===== config.mk =====
export PLATFORM = sky130hd
export DESIGN_NAME = ii_sii_gen_flat
export DESIGN_NICKNAME = d
export VERILOG_FILES = /design/src/rtl/ii_sii_gen_if.sv /design/src/rtl/ii_sii_gen.sv /design/src/flat_wrapper.sv
export SDC_FILE = /design/constraint.sdc
export NUM_CORES = 2
export LEC_CHECK = 0
export ABC_CLOCK_PERIOD_IN_PS = 10200
export CAP_MARGIN = 15
export CORE_ASPECT_RATIO = 0.6
export CORE_MARGIN = 3
export CORE_UTILIZATION = 30
export DETAILED_ROUTE_END_ITERATION = 8
export PLACE_DENSITY_LB_ADDON = 0.3
export SYNTH_ARGS = -nofsm -noshare
export SYNTH_HDL_FRONTEND = slang
export SYNTH_SLANG_ARGS = --single-unit

===== constraint.sdc =====
create_clock -name clk -period 10.2 [get_ports clk]
set_input_delay 1.02 -clock clk [delete_from_list [all_inputs] [get_ports clk]]
set_output_delay 1.02 -clock clk [all_outputs]
set_load 0.1 [all_outputs]

===== src/rtl/ii_sii_gen_if.sv =====
// Pixel-in / ii-out / sii-out stream bundle for the integral-image generator.
// Every stream transfers on valid & ready. A source holds data and eot stable
// while valid is high, and does not wait for ready before raising valid.
// The sink may drive ready independently of valid.
interface ii_sii_gen_if #(
  parameter int W_PIX = 8,
  parameter int W_II  = 18,
  parameter int W_SII = 26
);
  logic             pix_valid;
  logic             pix_ready;
  logic [W_PIX-1:0] pix_data;
  logic             ii_valid;
  logic             ii_ready;
  logic [W_II-1:0]  ii_data;
  logic [1:0]       ii_eot;
  logic             sii_valid;
  logic             sii_ready;
  logic [W_SII-1:0] sii_data;
  logic [1:0]       sii_eot;

  // Environment side: produces pixels, consumes ii/sii.
  modport master (
    output pix_valid, pix_data, ii_ready, sii_ready,
    input  pix_ready, ii_valid, ii_data, ii_eot, sii_valid, sii_data, sii_eot
  );

  // Generator side: consumes pixels, produces ii/sii.
  modport slave (
    input  pix_valid, pix_data, ii_ready, sii_ready,
    output pix_ready, ii_valid, ii_data, ii_eot, sii_valid, sii_data, sii_eot
  );
endinterface


===== src/rtl/ii_sii_gen.sv =====
// Streaming integral-image generator. Takes raster-order pixels and emits one
// ii and one sii sample per pixel. There is one registered output stage.
// The previous row's ii/sii values are kept in a single-row line buffer.
module ii_sii_gen #(
  parameter int W_PIX      = 8,
  parameter int IMG_WIDTH  = 32,
  parameter int IMG_HEIGHT = 32,
  parameter int W_II       = 18,
  parameter int W_SII      = 26
) (
  input  logic         clk,
  input  logic         rst,
  ii_sii_gen_if.slave  bus
);

  localparam int CW = (IMG_WIDTH  > 1) ? $clog2(IMG_WIDTH)  : 1;
  localparam int RW = (IMG_HEIGHT > 1) ? $clog2(IMG_HEIGHT) : 1;
  localparam logic [CW-1:0] COL_LAST = CW'(IMG_WIDTH - 1);
  localparam logic [RW-1:0] ROW_LAST = RW'(IMG_HEIGHT - 1);

  logic [CW-1:0]      col_q, col_d;
  logic [RW-1:0]      row_q, row_d;
  logic [W_II-1:0]    row_sum_q, rs_d, ii_d;
  logic [W_SII-1:0]   row_sqsum_q, rss_d, sii_d;
  logic               ii_valid_q, sii_valid_q;
  logic [W_II-1:0]    ii_data_q;
  logic [W_SII-1:0]   sii_data_q;
  logic [1:0]         eot_q, eot_d;
  logic [W_II-1:0]    lb_ii_q  [IMG_WIDTH];
  logic [W_SII-1:0]   lb_sii_q [IMG_WIDTH];
  logic [2*W_PIX-1:0] pix_sq;
  logic               pix_ready, accept, col_last, row_last;

  // A new pixel may enter only when both output registers are free or are being emptied in this cycle.
  assign pix_ready = (~ii_valid_q | bus.ii_ready) & (~sii_valid_q | bus.sii_ready);
  assign accept    = bus.pix_valid & pix_ready;

  assign bus.pix_ready = pix_ready;
  assign bus.ii_valid  = ii_valid_q;
  assign bus.ii_data   = ii_data_q;
  assign bus.ii_eot    = eot_q;
  assign bus.sii_valid = sii_valid_q;
  assign bus.sii_data  = sii_data_q;
  assign bus.sii_eot   = eot_q;

  // Compute the running row sums, the integral sums, framing flags and next position for the current pixel.
  always_comb begin
    pix_sq   = bus.pix_data * bus.pix_data;
    col_last = (col_q == COL_LAST);
    row_last = (row_q == ROW_LAST);
    rs_d     = ((col_q == '0) ? '0 : row_sum_q)   + W_II'(bus.pix_data);
    rss_d    = ((col_q == '0) ? '0 : row_sqsum_q) + W_SII'(pix_sq);
    // Row 0 never reads the line buffer, so its contents do not need clearing at reset.
    ii_d     = rs_d  + ((row_q == '0) ? '0 : lb_ii_q[col_q]);
    sii_d    = rss_d + ((row_q == '0) ? '0 : lb_sii_q[col_q]);
    eot_d    = {col_last & row_last, col_last};
    col_d    = col_last ? '0 : col_q + 1'b1;
    row_d    = row_q;
    if (col_last) begin
      row_d = row_last ? '0 : row_q + 1'b1;
    end
  end

  // Output registers, position counters and row sums. The ii and sii valids clear independently.
  always_ff @(posedge clk) begin
    if (rst) begin
      ii_valid_q  <= 1'b0;
      sii_valid_q <= 1'b0;
      ii_data_q   <= '0;
      sii_data_q  <= '0;
      eot_q       <= '0;
      col_q       <= '0;
      row_q       <= '0;
      row_sum_q   <= '0;
      row_sqsum_q <= '0;
    end else if (accept) begin
      ii_valid_q  <= 1'b1;
      sii_valid_q <= 1'b1;
      ii_data_q   <= ii_d;
      sii_data_q  <= sii_d;
      eot_q       <= eot_d;
      col_q       <= col_d;
      row_q       <= row_d;
      row_sum_q   <= rs_d;
      row_sqsum_q <= rss_d;
    end else begin
      if (bus.ii_ready)  ii_valid_q  <= 1'b0;
      if (bus.sii_ready) sii_valid_q <= 1'b0;
    end
  end

  // Line buffer: read earlier in the cycle at col, overwritten here with this row's value.
  always_ff @(posedge clk) begin
    if (accept && !rst) begin
      lb_ii_q[col_q]  <= ii_d;
      lb_sii_q[col_q] <= sii_d;
    end
  end

endmodule


===== src/flat_wrapper.sv =====
// flat-port wrapper written by rule: the top's interface ports become plain ports
module ii_sii_gen_flat 
#(
  parameter int W_PIX      = 8,
  parameter int IMG_WIDTH  = 32,
  parameter int IMG_HEIGHT = 32,
  parameter int W_II       = 18,
  parameter int W_SII      = 26
)
  (clk, rst, bus_pix_valid, bus_pix_data, bus_ii_ready, bus_sii_ready, bus_pix_ready, bus_ii_valid, bus_ii_data, bus_ii_eot, bus_sii_valid, bus_sii_data, bus_sii_eot);
  ii_sii_gen_if #(.W_PIX(W_PIX), .W_II(W_II), .W_SII(W_SII)) bus_i ();
  input  logic clk;
  input  logic rst;
  input wire logic [$bits(bus_i.pix_valid)-1:0] bus_pix_valid;
  input wire logic [$bits(bus_i.pix_data)-1:0] bus_pix_data;
  input wire logic [$bits(bus_i.ii_ready)-1:0] bus_ii_ready;
  input wire logic [$bits(bus_i.sii_ready)-1:0] bus_sii_ready;
  output wire logic [$bits(bus_i.pix_ready)-1:0] bus_pix_ready;
  output wire logic [$bits(bus_i.ii_valid)-1:0] bus_ii_valid;
  output wire logic [$bits(bus_i.ii_data)-1:0] bus_ii_data;
  output wire logic [$bits(bus_i.ii_eot)-1:0] bus_ii_eot;
  output wire logic [$bits(bus_i.sii_valid)-1:0] bus_sii_valid;
  output wire logic [$bits(bus_i.sii_data)-1:0] bus_sii_data;
  output wire logic [$bits(bus_i.sii_eot)-1:0] bus_sii_eot;
  assign bus_i.pix_valid = bus_pix_valid;
  assign bus_i.pix_data = bus_pix_data;
  assign bus_i.ii_ready = bus_ii_ready;
  assign bus_i.sii_ready = bus_sii_ready;
  assign bus_pix_ready = bus_i.pix_ready;
  assign bus_ii_valid = bus_i.ii_valid;
  assign bus_ii_data = bus_i.ii_data;
  assign bus_ii_eot = bus_i.ii_eot;
  assign bus_sii_valid = bus_i.sii_valid;
  assign bus_sii_data = bus_i.sii_data;
  assign bus_sii_eot = bus_i.sii_eot;
  ii_sii_gen #(.W_PIX(W_PIX), .IMG_WIDTH(IMG_WIDTH), .IMG_HEIGHT(IMG_HEIGHT), .W_II(W_II), .W_SII(W_SII)) u_core (.clk(clk), .rst(rst), .bus(bus_i));
endmodule

* Word level (Yosys, flattened, before mapping)
Memory sizes are Yosys's and may differ from the RTL's. A register that Yosys moved wholly into a read port is not among the register bits. Index checks and enable logic that the tools add are counted.
Storage, ports and cells: RAM bits 1408, output and inout bits 51, register bits 102, memories kept 2, logic and storage cells 50, input port bits 13
Memory list:
- u_core.lb_sii_q | words 32, bits a word 26, rd ports 1, clocked after memory_dff 1, wr ports 1, line ii_sii_gen.sv:30 | logic [W_SII-1:0] lb_sii_q [IMG_WIDTH];
- u_core.lb_ii_q | words 32, bits a word 18, rd ports 1, clocked after memory_dff 1, wr ports 1, line ii_sii_gen.sv:29 | logic [W_II-1:0] lb_ii_q [IMG_WIDTH];
Cells by class: mux-type cells 16, multiply operators 1, reduce and logical (&&, ||, !) cells 7, bitwise operators 7, equal/unequal tests 2, $add $sub $neg 6
Operators with widths (number):
- two-way mux 26 bit | 2
- two-way mux 18 bit | 2
- two-way mux 5 bit | 6
- adder 26 x 16 -> 26 bit | 1
- adder 26 bit | 1
- adder 18 bit | 1
- adder 18 x 8 -> 18 bit | 1
- multiplier 8 x 8 -> 16 bit | 1
- adder 5 x 1 -> 5 bit, second input constant | 2
- equality test 5 bit, second input constant | 2
- logical NOT 5 bit | 2
- two-way mux 1 bit | 6
- nonzero test 2 bit | 2
- AND 1 bit | 3
- NOT 1 bit | 2
- OR 1 bit | 2
- AND reduction 2 bit | 1
- logical AND 1 bit | 1
- logical NOT 1 bit | 1

* Logic depth before layout (Yosys ltp)
word-level depth 7, mapped depth 34, mapped depth without buffers 31

* Worst setup path after synthesis
No wires, ideal clock.
kind register to register, from reg u_core.col_q[0], to mem u_core.lb_sii_q[0][24], data pin, library setup time 371 ps, period minus slack after synthesis 7887 ps, required time 9829 ps, path buffers 2, slack 2313 ps, data arrival time 7516 ps, stages on the path, launching flop included 29, cells stage by stage dfxtp_1 > inv_1 > ha_1 > nor4b_4 > clkbuf_1 > clkbuf_1 > nor2b_1 > fa_1 > inv_1 > fa_1 > fa_1 > fa_1 > inv_1 > ha_1 > o211ai_1 > a21o_1 > a21bo_1 > o211ai_1 > a31oi_1 > a211oi_1 > xnor2_1 > nor2_1 > ha_1 > a21o_1 > a21o_1 > a21oi_1 > nor3b_1 > a21oi_1 > xor2_1
Between the ends: cells in the longest elaborated chain, start to end 4
RTL lines:
- start, declared | line ii_sii_gen.sv:21 | logic [CW-1:0] col_q, col_d;
- start signal, assigned | line ii_sii_gen.sv:82 | col_q <= col_d;
- logical NOT 5 bit | line ii_sii_gen.sv:52 | rss_d = ((col_q == '0) ? '0 : row_sqsum_q) + W_SII'(pix_sq);
- two-way mux 26 bit | line ii_sii_gen.sv:52
- adder 26 x 16 -> 26 bit | line ii_sii_gen.sv:52
- via u_core.rss_d[21] | line ii_sii_gen.sv:24 | logic [W_SII-1:0] row_sqsum_q, rss_d, sii_d;
- adder 26 bit | line ii_sii_gen.sv:55 | sii_d = rss_d + ((row_q == '0) ? '0 : lb_sii_q[col_q]);
- via u_core.sii_d[24] | line ii_sii_gen.sv:24
- end, declared | line ii_sii_gen.sv:30
The timed path passes the listed nets, and every way through them passes these cells.

* Worst setup path in the final report
from reg u_core.col_q[0], to mem u_core.lb_sii_q[31][25], data pin
The elaborated chain is that of the path after synthesis.

==> summary.md <==
| Metric | Value |
|---|---|
| Number of nets in the finished design | approximately 3600 |
| Sequential cell area | 44440 um^2 |
| Clock transition at the registers of the reported paths | about 0.07 ns |
| Total count of hold-check failures in the final report | 0 |
| Clock latency of the later-clocked register in the worst-skew pair | slightly below 0.8 ns |
| Final wirelength | 180600 um |
| Final critical-path share of the clock period | 0.8176 |
| Number of H-tree levels | 4 |
| Initial core utilization | 0.3029 |
| Area of the core | 206800 um^2 |
| Final core utilization | 0.3488 |
| Setup slack at placement | roughly 1.5 ns |
| Met2 routed WL | roughly 77000 um |
| Worst min path class | reg2reg |
| Wire per inst | 28.75 um |
| Shortest period the worst path allows | between 8 and 9 ns |
| Total of buffers placed on input and output ports | 63 |
| Fill cell count | 19120 |
| Layout Cells excl Fill | about 6300 |
| Post-cts sizing count | 0 |
| Clk sinks | between 1500 and 2000 |
| Outcome | completed |
| Worst setup EP type | flop |
| Power per cell area | roughly 210 nW/um^2 |
| Inserted Clock Buffers | around 150 |
| TritonCTS clock tree | done |
| Final GP Congestion | 0.8181 |
| Critical path peak fanout | 33 |
| Hold slack | roughly 0.45 ns |
| DR top layer | met4 |
| Synth Register Bits | ~1500 |
| Cell variety after synth | 70 |
| Synthesized area divided by synthesized cell count | ~19 um^2 |
| Transition at the pin with the smallest max-transition slack | between 1 and 1.5 ns |
| Relative slew slack | 0.2047 |
| Metal1 wirelength | approximately 83000 um |
| Critical path class | reg2reg |
| Cts hold-fix bufs | 0 |
| I/O pin count | 64 |
| Post-synth net total | 3418 |
| FF-to-FF setup slack | 1.86 ns |
| Aggregate negative setup slack | 0 ns |
| Worst Slack Setup Final | approximately 1.9 ns |
| Arrival time worst endpoint | 8.81 ns |
| Most used DFF post-synth | edfxtp_1 |
| Number of global-route vias before repair | 32050 |
| MaxCap Viol Count | 0 |
| Maximum buffer depth of the clock tree | 4 |
| DRC violations left | 0 |
| Post-synthesis instance area | around 63000 um^2 |
| Avg Vias per Cell | between 5 and 6 |
| Width of the die | just under 600 um |
| Setup crit start kind | flop |
| Unrepaired setup endpoints after global routing | no |
| EDFF count, synth | 1408 |
| Warning count from the yosys run | 0 |
| Leakage component of the power | about 22 nW |
| Iteration count of the initial detailed-routing pass | 6 |
| Total length of routed met3 wires | about 19000 um |
| Die Span Y | roughly 360 um |
| Proportion of layout cells with a drive suffix above 1 | 0.2378 |
| Number of buffers added for setup after CTS | 0 |
| Post-Route Skew | 0.05329 ns |
| Number of core rows | ~130 |
| Cell type of the slowest stage on the worst timing path | nor4b_4 |
| Area occupied by multi-input gates | roughly 18000 um^2 |
| Max Fclk | 119.9 MHz |
| Portion of the post-synthesis area used by sequential elements | 0.7093 |
| VDD IR-drop max | roughly 0.00017 V |
| Number of routed nets with antenna violations | 0 |
| Gate count after technology mapping | approximately 3300 |
| Antenna violations before repair | 9 |
| HPWL Detailed | approximately 100000 um |
| Area growth syn-to-layout | 15.14% |
| Number of placed cells counting well taps | 6027 |
| Area of the die | ~210000 um^2 |
| Total of endpoints with negative setup slack in the final report | 0 |
| Cell at the root of the clock tree | clkbuf_16 |
| GR Util All Layers | 0.1656 |
| Worst EP required | roughly 11 ns |
| Final max-slew violation count | 0 |
| Async SR Flop Fraction | 0 |
| Global-route wire length before repair | ~250000 um |
| Maximum cell stage delay along the critical path | 0.54 ns |
| Number of vias in the routed layout | 32750 |
| Initial detailed-routing violation count | roughly 4400 |
| Maximum number of pins on one net before global-route repair | 115 |
| GRT Residual Overflow | 0 |
==> critical path, delay by kind of cell, from the launching register on <==
kind | cells | cell delay, ns
flops | 1 | 0.36
xor+xnor | 2 | 0.38
simple gates | 3 | 0.78
buf+inv | 7 | 1.38
fa+ha+maj | 7 | 2.67
compound gates | 9 | 2.43
==> placed cells by master, fill, tap and decap left out, types with 92 or more instances in the layout <==
cell          n
a21oi_1     140
buf_4        98
clkbuf_16   147
dfxtp_1     102
edfxtp_1   1408
ha_1        100
inv_1        92
mux4_2      435
nand2_1     207
nor2_1      109
==> state kept, by name, summed over array words and instances, names as in the netlist, named ones only <==
name                  cells
u_core.row_sum_q         18
u_core.bus.ii_eot         2
u_core.bus.ii_data       18
u_core.bus.sii_data      26
u_core.bus.ii_valid       1
u_core.lb_ii_q          576
u_core.col_q              5
u_core.row_sqsum_q       26
u_core.bus.sii_valid      1
u_core.lb_sii_q         832
u_core.row_q              5
==> worst paths after layout <==
check,endpoint,depth (start not counted),from
min,u_core.bus.ii_data[14],2,u_core.bus.ii_data[14]
max reg2reg,u_core.lb_sii_q[31][25],28,u_core.col_q[0]
max,u_core.lb_sii_q[31][25],28,u_core.col_q[0]
min reg2reg,u_core.bus.ii_data[14],2,u_core.bus.ii_data[14]
==> cell usage after synthesis, types with 6 or more instances <==
library cell / n / share of area
a211oi_1: 12 / 0.0014
a21o_1: 28 / 0.0034
a21oi_1: 141 / 0.011
a31oi_1: 12 / 0.0012
and2_1: 21 / 0.0021
and3_1: 8 / 0.00080
buf_1: 16 / 0.00096
buf_2: 40 / 0.0032
clkbuf_1: 94 / 0.0056
dfxtp_1: 107 / 0.034
edfxtp_1: 1408 / 0.68
fa_1: 42 / 0.013
ha_1: 100 / 0.020
inv_1: 92 / 0.0055
mux2i_1: 48 / 0.0077
mux4_2: 435 / 0.16
nand2_1: 208 / 0.012
nand2b_1: 9 / 0.00090
nand3_1: 22 / 0.0018
nand3b_1: 6 / 0.00072
nand4_1: 7 / 0.00070
nor2_1: 141 / 0.0085
nor2b_1: 36 / 0.0036
nor3_1: 15 / 0.0012
o211ai_1: 9 / 0.0011
o21a_1: 9 / 0.0011
o21ai_0: 25 / 0.0020
o21ai_1: 16 / 0.0013
o21bai_1: 9 / 0.0011
or3_1: 7 / 0.00070
xnor2_1: 49 / 0.0069
xor2_1: 28 / 0.0039
==> logic make-up (layout without fill, tap and decap cells) <==
kind of cell / count (synthesis) / after routing / share of synthesized area
adders and majority gates: 142 / 142 / 0.03340
xor gates and xnor gates: 79 / 79 / 0.01151
DFF: 1515 / 1515 / 0.7093
muxes: 485 / 485 / 0.1644
AOI/OAI and AO/OA: 290 / 290 / 0.02815
other: 0 / 2 / 0
buffers and inverters: 250 / 515 / 0.01656
and+or+nand+nor: 502 / 502 / 0.03668
==> through the flow <==
step | instance area (um^2) | power (mW)
2_1_floorplan | 62630 | 9.341
3_5_place_dp | 67580 | 10.38
5_1_grt | 72110 | 16.08
3_3_place_gp | 67540 | 10.36
4_1_cts | 72010 | 15.60
6_report | 72120 | 15.45
==> routing by layer <==
| metal | vias up | global-route usage |
|---|---|---|
| met1 | 17630 | 0.2544 |
| met5 | - | 0 |
| li1 | 13430 | - |
| met4 | 0 | 0.02722 |
| met2 | 1490 | 0.2323 |
| met3 | 200 | 0.04966 |
==> area by class of cell <==
type | instances | share of cell area
flip-flops and latches | 1515 | 0.6163
multi-input cells | 1498 | 0.2464
clock buffers | 170 | 0.05276
well taps | 2751 | 0.04773
repair buffers | 177 | 0.02346
clock inverters | 76 | 0.008536
inverters | 92 | 0.004789
diodes | 2 | 0.00006940
==> report_power, final <==
group          switching, mW  internal, mW  total (mW)  leakage, nW
combinational           1.83         0.760        2.59         6.64
clock                   2.36          2.88        5.23         2.16
sequential            0.0387          7.59        7.63         13.0
Note: power is estimated with default switching activity, not from simulation.
